<file path="src/rtl/one_wire_master_if.sv">
// Host-side command/status and pin signals of one 1-wire bus master.
// The master modport is the view of one_wire_master itself; the slave
// modport is the view of whatever drives commands and models the pin.
interface one_wire_master_if;
    logic       cmdWrite;
    logic [1:0] cmd;
    logic [7:0] wdata;
    logic [7:0] rdata;
    logic       presence;
    logic       shortError;
    logic       busy;
    logic       done;
    logic       busIn;
    logic       busPullLow;

    modport master (
        input  cmdWrite, cmd, wdata, busIn,
        output rdata, presence, shortError, busy, done, busPullLow
    );

    modport slave (
        output cmdWrite, cmd, wdata, busIn,
        input  rdata, presence, shortError, busy, done, busPullLow
    );
endinterface

</file>
<file path="src/rtl/one_wire_master.sv">
// 1-wire bus master: sequences reset/presence, byte (LSB first) and single
// bit slots on one open-drain pin, timed by a microsecond prescaler.
// Optional macro ONE_WIRE_SHORT_DETECT_EN aborts a command when the bus is
// already low at command accept or at a slot start.
module one_wire_master #(
    parameter int US_DIVIDER         = 29,
    parameter int RESET_LOW_US       = 480,
    parameter int PRESENCE_SAMPLE_US = 70,
    parameter int RESET_RELEASE_US   = 480,
    parameter int SLOT_US            = 65,
    parameter int WRITE1_LOW_US      = 6,
    parameter int WRITE0_LOW_US      = 60,
    parameter int SAMPLE_US          = 15
) (
    input logic              clk,
    input logic              reset,
    one_wire_master_if.master bus
);

    localparam int             DW        = $clog2(US_DIVIDER);
    localparam logic [DW-1:0]  DIV_LAST  = DW'(US_DIVIDER - 1);
    localparam logic [9:0]     T_RST_LOW = 10'(RESET_LOW_US);
    localparam logic [9:0]     T_PRES    = 10'(PRESENCE_SAMPLE_US);
    localparam logic [9:0]     T_REL     = 10'(RESET_RELEASE_US);
    localparam logic [9:0]     T_SLOT    = 10'(SLOT_US);
    localparam logic [9:0]     T_W1      = 10'(WRITE1_LOW_US);
    localparam logic [9:0]     T_W0      = 10'(WRITE0_LOW_US);
    localparam logic [9:0]     T_SAMPLE  = 10'(SAMPLE_US);

    typedef enum logic [2:0] {
        S_IDLE,
        S_RST_LOW,
        S_RST_REL,
        S_SLOT,
        S_ABORT
    } state_t;

    state_t          state_q;
    logic [DW-1:0]   div_q;
    logic [9:0]      t_q;
    logic [7:0]      data_q;
    logic [7:0]      shift_q;
    logic [2:0]      bitcnt_q;
    logic            byte_q;
    logic [7:0]      rdata_q;
    logic            presence_q;
    logic            busy_q;
    logic            done_q;
    logic            pull_q;
    logic            sync1_q;
    logic            bus_sync_q;

    logic            tick;
    logic [9:0]      t_inc;
    logic [9:0]      low_time;
    logic            accept;
    logic            last_slot;

    // Two-flop synchronizer for the asynchronous pin level; idles high like the bus.
    always_ff @(posedge clk or posedge reset) begin
        if (reset) begin
            sync1_q    <= 1'b1;
            bus_sync_q <= 1'b1;
        end else begin
            sync1_q    <= bus.busIn;
            bus_sync_q <= sync1_q;
        end
    end

    // Prescaler terminal count, µs increment, current bit's low time and accept.
    always_comb begin
        tick      = (div_q == DIV_LAST);
        t_inc     = t_q + 10'd1;
        low_time  = data_q[0] ? T_W1 : T_W0;
        accept    = bus.cmdWrite && (bus.cmd != 2'b00) && (state_q == S_IDLE);
        last_slot = !byte_q || (bitcnt_q == 3'd7);
    end

`ifdef ONE_WIRE_SHORT_DETECT_EN
    logic short_q;
`endif

    // Command sequencer with registered bus and status outputs.
    always_ff @(posedge clk or posedge reset) begin
        if (reset) begin
            state_q    <= S_IDLE;
            div_q      <= '0;
            t_q        <= '0;
            data_q     <= '0;
            shift_q    <= '0;
            bitcnt_q   <= '0;
            byte_q     <= 1'b0;
            rdata_q    <= '0;
            presence_q <= 1'b0;
            busy_q     <= 1'b0;
            done_q     <= 1'b0;
            pull_q     <= 1'b0;
`ifdef ONE_WIRE_SHORT_DETECT_EN
            short_q    <= 1'b0;
`endif
        end else begin
            done_q <= 1'b0;
            div_q  <= tick ? '0 : div_q + 1'b1;
            case (state_q)
                S_IDLE: begin
                    if (accept) begin
                        div_q    <= '0;
                        t_q      <= '0;
                        data_q   <= bus.wdata;
                        bitcnt_q <= '0;
                        byte_q   <= (bus.cmd == 2'b10);
                        busy_q   <= 1'b1;
                        pull_q   <= 1'b1;
                        state_q  <= (bus.cmd == 2'b01) ? S_RST_LOW : S_SLOT;
`ifdef ONE_WIRE_SHORT_DETECT_EN
                        // A bus already low overrides the start: stay released and abort.
                        short_q  <= ~bus_sync_q;
                        if (!bus_sync_q) begin
                            pull_q  <= 1'b0;
                            state_q <= S_ABORT;
                        end
`endif
                    end
                end
                S_RST_LOW: begin
                    if (tick) begin
                        t_q <= t_inc;
                        if (t_inc == T_RST_LOW) begin
                            t_q     <= '0;
                            pull_q  <= 1'b0;
                            state_q <= S_RST_REL;
                        end
                    end
                end
                S_RST_REL: begin
                    if (tick) begin
                        t_q <= t_inc;
                        if (t_inc == T_PRES) begin
                            presence_q <= ~bus_sync_q;
                        end
                        if (t_inc == T_REL) begin
                            state_q <= S_IDLE;
                            busy_q  <= 1'b0;
                            done_q  <= 1'b1;
                        end
                    end
                end
                S_SLOT: begin
                    if (tick) begin
                        t_q    <= t_inc;
                        pull_q <= (t_inc < low_time);
                        if (t_inc == T_SAMPLE) begin
                            shift_q <= {bus_sync_q, shift_q[7:1]};
                        end
                        if (t_inc == T_SLOT) begin
                            if (last_slot) begin
                                state_q <= S_IDLE;
                                busy_q  <= 1'b0;
                                done_q  <= 1'b1;
                                pull_q  <= 1'b0;
                                rdata_q <= byte_q ? shift_q : {7'b0, shift_q[7]};
                            end else begin
                                // Next slot starts with no gap; every low time is at least 1 µs.
                                t_q      <= '0;
                                bitcnt_q <= bitcnt_q + 3'd1;
                                data_q   <= {1'b0, data_q[7:1]};
                                pull_q   <= 1'b1;
`ifdef ONE_WIRE_SHORT_DETECT_EN
                                if (!bus_sync_q) begin
                                    short_q <= 1'b1;
                                    pull_q  <= 1'b0;
                                    state_q <= S_ABORT;
                                end
`endif
                            end
                        end
                    end
                end
                S_ABORT: begin
                    state_q <= S_IDLE;
                    busy_q  <= 1'b0;
                    done_q  <= 1'b1;
                end
                default: begin
                    state_q <= S_IDLE;
                end
            endcase
        end
    end

    assign bus.rdata      = rdata_q;
    assign bus.presence   = presence_q;
    assign bus.busy       = busy_q;
    assign bus.done       = done_q;
    assign bus.busPullLow = pull_q;
`ifdef ONE_WIRE_SHORT_DETECT_EN
    assign bus.shortError = short_q;
`else
    assign bus.shortError = 1'b0;
`endif

endmodule

</file>
<file path="src/flat_wrapper.sv">
// flat-port wrapper written by rule: the top's interface ports become plain ports
module one_wire_master_flat 
#(
    parameter int US_DIVIDER         = 29,
    parameter int RESET_LOW_US       = 480,
    parameter int PRESENCE_SAMPLE_US = 70,
    parameter int RESET_RELEASE_US   = 480,
    parameter int SLOT_US            = 65,
    parameter int WRITE1_LOW_US      = 6,
    parameter int WRITE0_LOW_US      = 60,
    parameter int SAMPLE_US          = 15
)
  (clk, reset, bus_cmdWrite, bus_cmd, bus_wdata, bus_busIn, bus_rdata, bus_presence, bus_shortError, bus_busy, bus_done, bus_busPullLow);
  one_wire_master_if bus_i ();
  input logic clk;
  input logic reset;
  input wire logic [$bits(bus_i.cmdWrite)-1:0] bus_cmdWrite;
  input wire logic [$bits(bus_i.cmd)-1:0] bus_cmd;
  input wire logic [$bits(bus_i.wdata)-1:0] bus_wdata;
  input wire logic [$bits(bus_i.busIn)-1:0] bus_busIn;
  output wire logic [$bits(bus_i.rdata)-1:0] bus_rdata;
  output wire logic [$bits(bus_i.presence)-1:0] bus_presence;
  output wire logic [$bits(bus_i.shortError)-1:0] bus_shortError;
  output wire logic [$bits(bus_i.busy)-1:0] bus_busy;
  output wire logic [$bits(bus_i.done)-1:0] bus_done;
  output wire logic [$bits(bus_i.busPullLow)-1:0] bus_busPullLow;
  assign bus_i.cmdWrite = bus_cmdWrite;
  assign bus_i.cmd = bus_cmd;
  assign bus_i.wdata = bus_wdata;
  assign bus_i.busIn = bus_busIn;
  assign bus_rdata = bus_i.rdata;
  assign bus_presence = bus_i.presence;
  assign bus_shortError = bus_i.shortError;
  assign bus_busy = bus_i.busy;
  assign bus_done = bus_i.done;
  assign bus_busPullLow = bus_i.busPullLow;
  one_wire_master #(.US_DIVIDER(US_DIVIDER), .RESET_LOW_US(RESET_LOW_US), .PRESENCE_SAMPLE_US(PRESENCE_SAMPLE_US), .RESET_RELEASE_US(RESET_RELEASE_US), .SLOT_US(SLOT_US), .WRITE1_LOW_US(WRITE1_LOW_US), .WRITE0_LOW_US(WRITE0_LOW_US), .SAMPLE_US(SAMPLE_US)) u_core (.clk(clk), .reset(reset), .bus(bus_i));
endmodule
</file>
<file path="config.mk">
export PLATFORM = sky130hd
export DESIGN_NAME = one_wire_master_flat
export DESIGN_NICKNAME = d
export VERILOG_FILES = /design/src/rtl/one_wire_master_if.sv /design/src/rtl/one_wire_master.sv /design/src/flat_wrapper.sv
export SDC_FILE = /design/constraint.sdc
export NUM_CORES = 1
export LEC_CHECK = 0
export CAP_MARGIN = 20
export CORE_ASPECT_RATIO = 1.1
export CORE_MARGIN = 2
export CORE_UTILIZATION = 53
export DETAILED_ROUTE_END_ITERATION = 10
export GPL_TIMING_DRIVEN = 0
export PLACE_DENSITY = 0.8
export SYNTH_ARGS = -nofsm -noshare
export SYNTH_HDL_FRONTEND = slang
export SYNTH_SLANG_ARGS = --single-unit
</file>
<file path="constraint.sdc">
create_clock -name clk -period 2.4 [get_ports clk]
set_clock_uncertainty 0.05 [all_clocks]
set_input_delay 0.48 -clock clk [delete_from_list [all_inputs] [get_ports clk]]
set_output_delay 0.48 -clock clk [all_outputs]
set_load 0.1 [all_outputs]
</file>
Yosys cells after proc, flatten, opt, wreduce, memory -nomap -nowiden
Cells that the tools add are included.
Widths: inputs -> output; s select.
- $add $sub $neg: 3
- magnitude comparators: 1
- eq/ne operators: 21
- mux-type cells: 50
- bitwise operators: 1
- reductions and logical operators: 19
- operators by type and width (operator ; count):
    $mux 10 ; 7
    $mux 8 ; 5
    $pmux 10 s4 ; 1
    $mux 3 ; 12
    $eq 10x7->1 const B ; 2
    $ne 2x1->1 const B ; 8
    $pmux 8 s2 ; 1
    $mux 5 ; 3
    $reduce_and 5->1 ; 3
    $mux 1 ; 14
    $pmux 3 s4 ; 1
    $add 10x1->10 const B ; 1
    $eq 10x4->1 const B ; 1
    $eq 10x9->1 const B ; 1
    $lt 10x10->1 ; 1
    $reduce_and 8->1 ; 1
    $reduce_bool 4->1 ; 2
    $reduce_and 7->1 ; 1
    $eq 3x2->1 const B ; 2
    $eq 3x3->1 const B ; 2
    $mux 6 ; 1
    $pmux 1 s3 ; 2
    $pmux 3 s2 ; 1
    $reduce_and 3->1 ; 2
    18 further kinds ; 20
- flip-flop bits (word level): 52
- input bits: 14
- word-level logic and storage cells: 109

Depth between registers and ports, before layout
- word-level depth: 6
- depth in mapped cells: 10
- depth with buffers taken out: 9

Worst setup path before layout
No wires, ideal clock.
- path kind: register -> register
- start: register u_core.t_q[0]
- end: register u_core.data_q[0]
- arrival: 2.388 ns
- required time: 2.223 ns
- path slack: -0.165 ns
- cell stages (with the launch flop): 9
- buffers on the path: 1
- period minus slack after synthesis: 2.565 ns
- cell sequence: dfrtp_1 -> ha_1 -> a211o_1 -> a2111o_1 -> o41ai_4 -> nand4_1 -> a21oi_2 -> buf_6 -> mux2_1
- cells in the longest elaborated chain, start to end: 4
- RTL lines (element ; line ; source):
    from (decl) ; one_wire_master.sv:40 ; logic [9:0] t_q;
    from (signal assigned) ; one_wire_master.sv:127 ; t_q <= t_inc;
    from (signal assigned) ; one_wire_master.sv:137 ; t_q <= t_inc;
    from (signal assigned) ; one_wire_master.sv:150 ; t_q <= t_inc;
    $add 10x1->10 ; one_wire_master.sv:73 ; t_inc = t_q + 10'd1;
    $eq 10x7->1 ; one_wire_master.sv:155 ; if (t_inc == T_SLOT) begin
    $ne 2x1->1 (no line) ; -- ;
    $reduce_and 5->1 (no line) ; -- ;
    to (signal assigned) ; one_wire_master.sv:109 ; data_q <= bus.wdata;
    to (signal assigned) ; one_wire_master.sv:166 ; data_q <= {1'b0, data_q[7:1]};
    to (decl) ; one_wire_master.sv:41 ; logic [7:0] data_q;
No other way between the ends.
A chain may end at the register's enable or synchronous reset.

Final worst setup path
- start: register u_core.t_q[1]
- end: register u_core.data_q[3]
The elaborated chain is that of the path after synthesis.

==> flow_summary.json <==
{
  "synth_nets": 343,
  "ys_seq_area_frac": 0.403,
  "hold_viol_final": 0,
  "htreeDepth": 2,
  "ys_ff_latch": 51,
  "dr.first_iter.drc_count": 183,
  "cts.sinks": 51,
  "arrival_ns": 2.65,
  "avgSynthCellArea_um2": 10.2,
  "crit_required_ns": 2.54,
  "place.gp.congestion": 0.852,
  "synth_warnings": 0,
  "endpoint_kind": "register",
  "n_fill_cell": 416,
  "wire_per_inst_um": 16.0,
  "grtUsageTotal": 0.214,
  "critPathLaunch": "u_core.t_q[1]$_DFFE_PP0P_",
  "maxCapViolations": 0,
  "dieArea_um2": 6630,
  "syn_inst": 312,
  "drt-total-wl_um": 7090,
  "pre_cts_ws_ns": -0.275,
  "fin_crit_sh": 1.05,
  "hpwl_um": 4710,
  "path_clk_slew_ns": 0.10,
  "ys.flop_type": "dfrtp_1",
  "layout_min_cycle_time_ns": 2.51,
  "floorplan.rows": 29,
  "io_buffer_count": 25,
  "relSlewSlack": 0.346,
  "worst_slew_pin_slew_ns": 0.977,
  "ios": 27,
  "via_per_inst": 5.70,
  "leakagePower_uw": 0.00185,
  "root_buffer": "clkbuf_8",
  "ys_types": 70,
  "fmax_ghz": 0.399,
  "worstSetupEndpoint": "u_core.data_q[3]$_DFFE_PP0P_",
  "area_growth_pct": 27.1,
  "clkLatencyLatePin_ns": 0.31,
  "drv_slew": 0,
  "drive_gt1_frac": 0.297,
  "antenna_left": 0,
  "n_antenna_cell": 0,
  "rr_worst_depth": 9,
  "first_pass_iters": 4,
  "syn_area_um2": 3180,
  "ir_drop_v": 0.000509,
  "setup_viol": 14,
  "clock_path_buffers": 2,
  "hold_class": "register to register",
  "numCtsBuffers": 5,
  "violations": "negative setup slack",
  "crit_fanout": 7,
  "finalSetupTns_ns": -0.703,
  "dieWidth_um": 77.8,
  "crit_type": "register to register",
  "grt_pass1_vias": 2452,
  "grt_overflow": 0,
  "synth_area_leader_cell": "dfrtp_1",
  "finalPower_uw": 3960,
  "start_kind": "register",
  "r2r-start": "u_core.t_q[1]$_DFFE_PP0P_",
  "yosysMostFrequentCell": "dfrtp_1",
  "synthTopCellsByCount": "49 x dfrtp_1, 28 x inv_1, 28 x nand2_1",
  "start_util": 0.550,
  "r2r-end": "u_core.data_q[3]$_DFFE_PP0P_",
  "synth_area_leaders": "dfrtp_1 39%, ha_1 6.7%, mux2_2 6.4%",
  "grt_max_degree": 43,
  "antenna_found_initial": 0,
  "synth.top_cell.area_share": 0.386,
  "final_area_um2": 4040,
  "synthArstFlopShare": 1.00,
  "drc": 0,
  "cts_tree": "done",
  "rrSetupSlack_ns": -0.11,
  "rsz0062_at_grt": "true",
  "worst_slack_ns": -0.109,
  "synth_edf_count": 0,
  "place_area_um2": 3580,
  "coreArea_um2": 5770,
  "die_height_um": 85.2,
  "run_status": "complete, but fails checks",
  "grt_pass1_wl_um": 11300,
  "holdBufCountCts": 0,
  "postLayoutCoreUtil": 0.700,
  "min_from": "u_core.sync1_q$_DFF_PP1_",
  "nNetsFinal": 397,
  "vias": 2530,
  "p_per_area_nw_per_um2": 980
}
==> kinds of logic (layout without fill, tap and decap cells) <==
kind of cell	Yosys count	after routing	synth area share
AND/OR/NAND/NOR	102	102	0.183
AO/OA/AOI/OAI	53	53	0.141
flip-flops	51	51	0.403
buffers and inverters	47	102	0.0678
multiplexers	33	33	0.115
adder cells (fa/ha/maj)	17	17	0.0670
XOR/XNOR	8	8	0.0221
other	1	1	0.00118
==> routing by layer <==
metal	vias to the layer above	GRT usage	routed length (um)
met3	19	0.0309	249
met1	1237	0.276	2970
met4	0	0.0893	204
met2	63	0.361	3660
li1	1211	-	-
met5	-	0	0
==> how the worst min path moves through the flow <==
| stage | end | slack (ns) | cells after the start |
|---|---|---|---|
| final | u_core.bus_sync_q$_DFF_PP1_ | 0.32 | 0 |
| after detailed placement | u_core.bus_sync_q$_DFF_PP1_ | 0.31 | 0 |
| after CTS | u_core.bus_sync_q$_DFF_PP1_ | 0.32 | 0 |
| after global placement | u_core.bus_sync_q$_DFF_PP1_ | 0.30 | 0 |
| after floorplan | u_core.bus_sync_q$_DFF_PP1_ | 0.30 | 0 |
| after global routing | u_core.bus_sync_q$_DFF_PP1_ | 0.33 | 0 |
==> where the power goes <==
group          internal [uW]  switching, uW
combinational            942           1180
sequential              1050            145
clock                    343            291
total                   2340           1620
==> cell usage in the layout (no fill, tap or decap), types with 3 or more instances in the layout <==
cell type / Yosys / final
nor2_1: 11 / 10
xnor2_1: 3 / 3
o32ai_1: 4 / 3
nor2b_1: 3 / 3
xor2_1: 5 / 4
o21ai_0: 9 / 7
nand4_1: 7 / 7
clkdlybuf4s50_1: 0 / 23
nand2b_1: 8 / 8
mux2i_1: 8 / 8
dfrtp_1: 49 / 47
nor3_1: 9 / 8
clkbuf_1: 7 / 3
and2_1: 5 / 5
buf_4: 2 / 23
clkbuf_8: 0 / 6
a31oi_1: 4 / 4
buf_6: 3 / 8
ha_1: 17 / 15
clkbuf_2: 2 / 3
nand2_1: 28 / 28
mux2_4: 1 / 8
nand3_1: 7 / 6
inv_1: 28 / 26
a21oi_1: 7 / 7
mux2_2: 18 / 17
==> stage by stage <==
step,std cells,hold WS (ns)
2_1_floorplan,312,0.295
3_3_place_gp,414,0.296
3_5_place_dp,415,0.310
4_1_cts,437,0.324
5_1_grt,444,0.326
6_report,444,0.320
==> registers in the layout, summed over array words and instances, names as in the netlist <==
| name | flops |
|---|---|
| u_core.div_q | 5 |
| u_core.shift_q | 8 |
| u_core.data_q | 8 |
| u_core.bus.busy | 1 |
| u_core.bus.done | 1 |
| u_core.sync1_q | 1 |
| u_core.byte_q | 1 |
| u_core.bus.busPullLow | 1 |
| u_core.bus.presence | 1 |
| u_core.state_q | 2 |
| u_core.bus_sync_q | 1 |
| u_core.bus.rdata | 8 |
| u_core.bitcnt_q | 3 |
| u_core.t_q | 10 |
==> critical path, cell delays in order (launching register included) <==
cell and delay (ns):
dfrtp_2 0.45, ha_4 0.18, a211o_1 0.25, a2111o_1 0.41
o41ai_4 0.07, buf_6 0.18, nand4_1 0.12, a21oi_2 0.19
buf_6 0.17, mux2_4 0.31
==> final cells by class <==
type,count,area [um^2],area share
multi-input combinational,214,1850,0.458
sequential,51,1280,0.317
timing repair buffer,49,463,0.115
buffer,17,119,0.0294
inverter,28,105,0.0260
tap,77,96.3,0.0239
clock buffer,6,82.6,0.0205
clock inverter,2,38.8,0.00961
==> what timing repair did <==
action | 4_1_cts | 5_1_grt
setup endpoints to repair | 40 | 43
resized for setup | 12 | 27
buffers inserted | 14 | 9
pin swaps | 3 | 11
(Power assumes the default switching activity.)
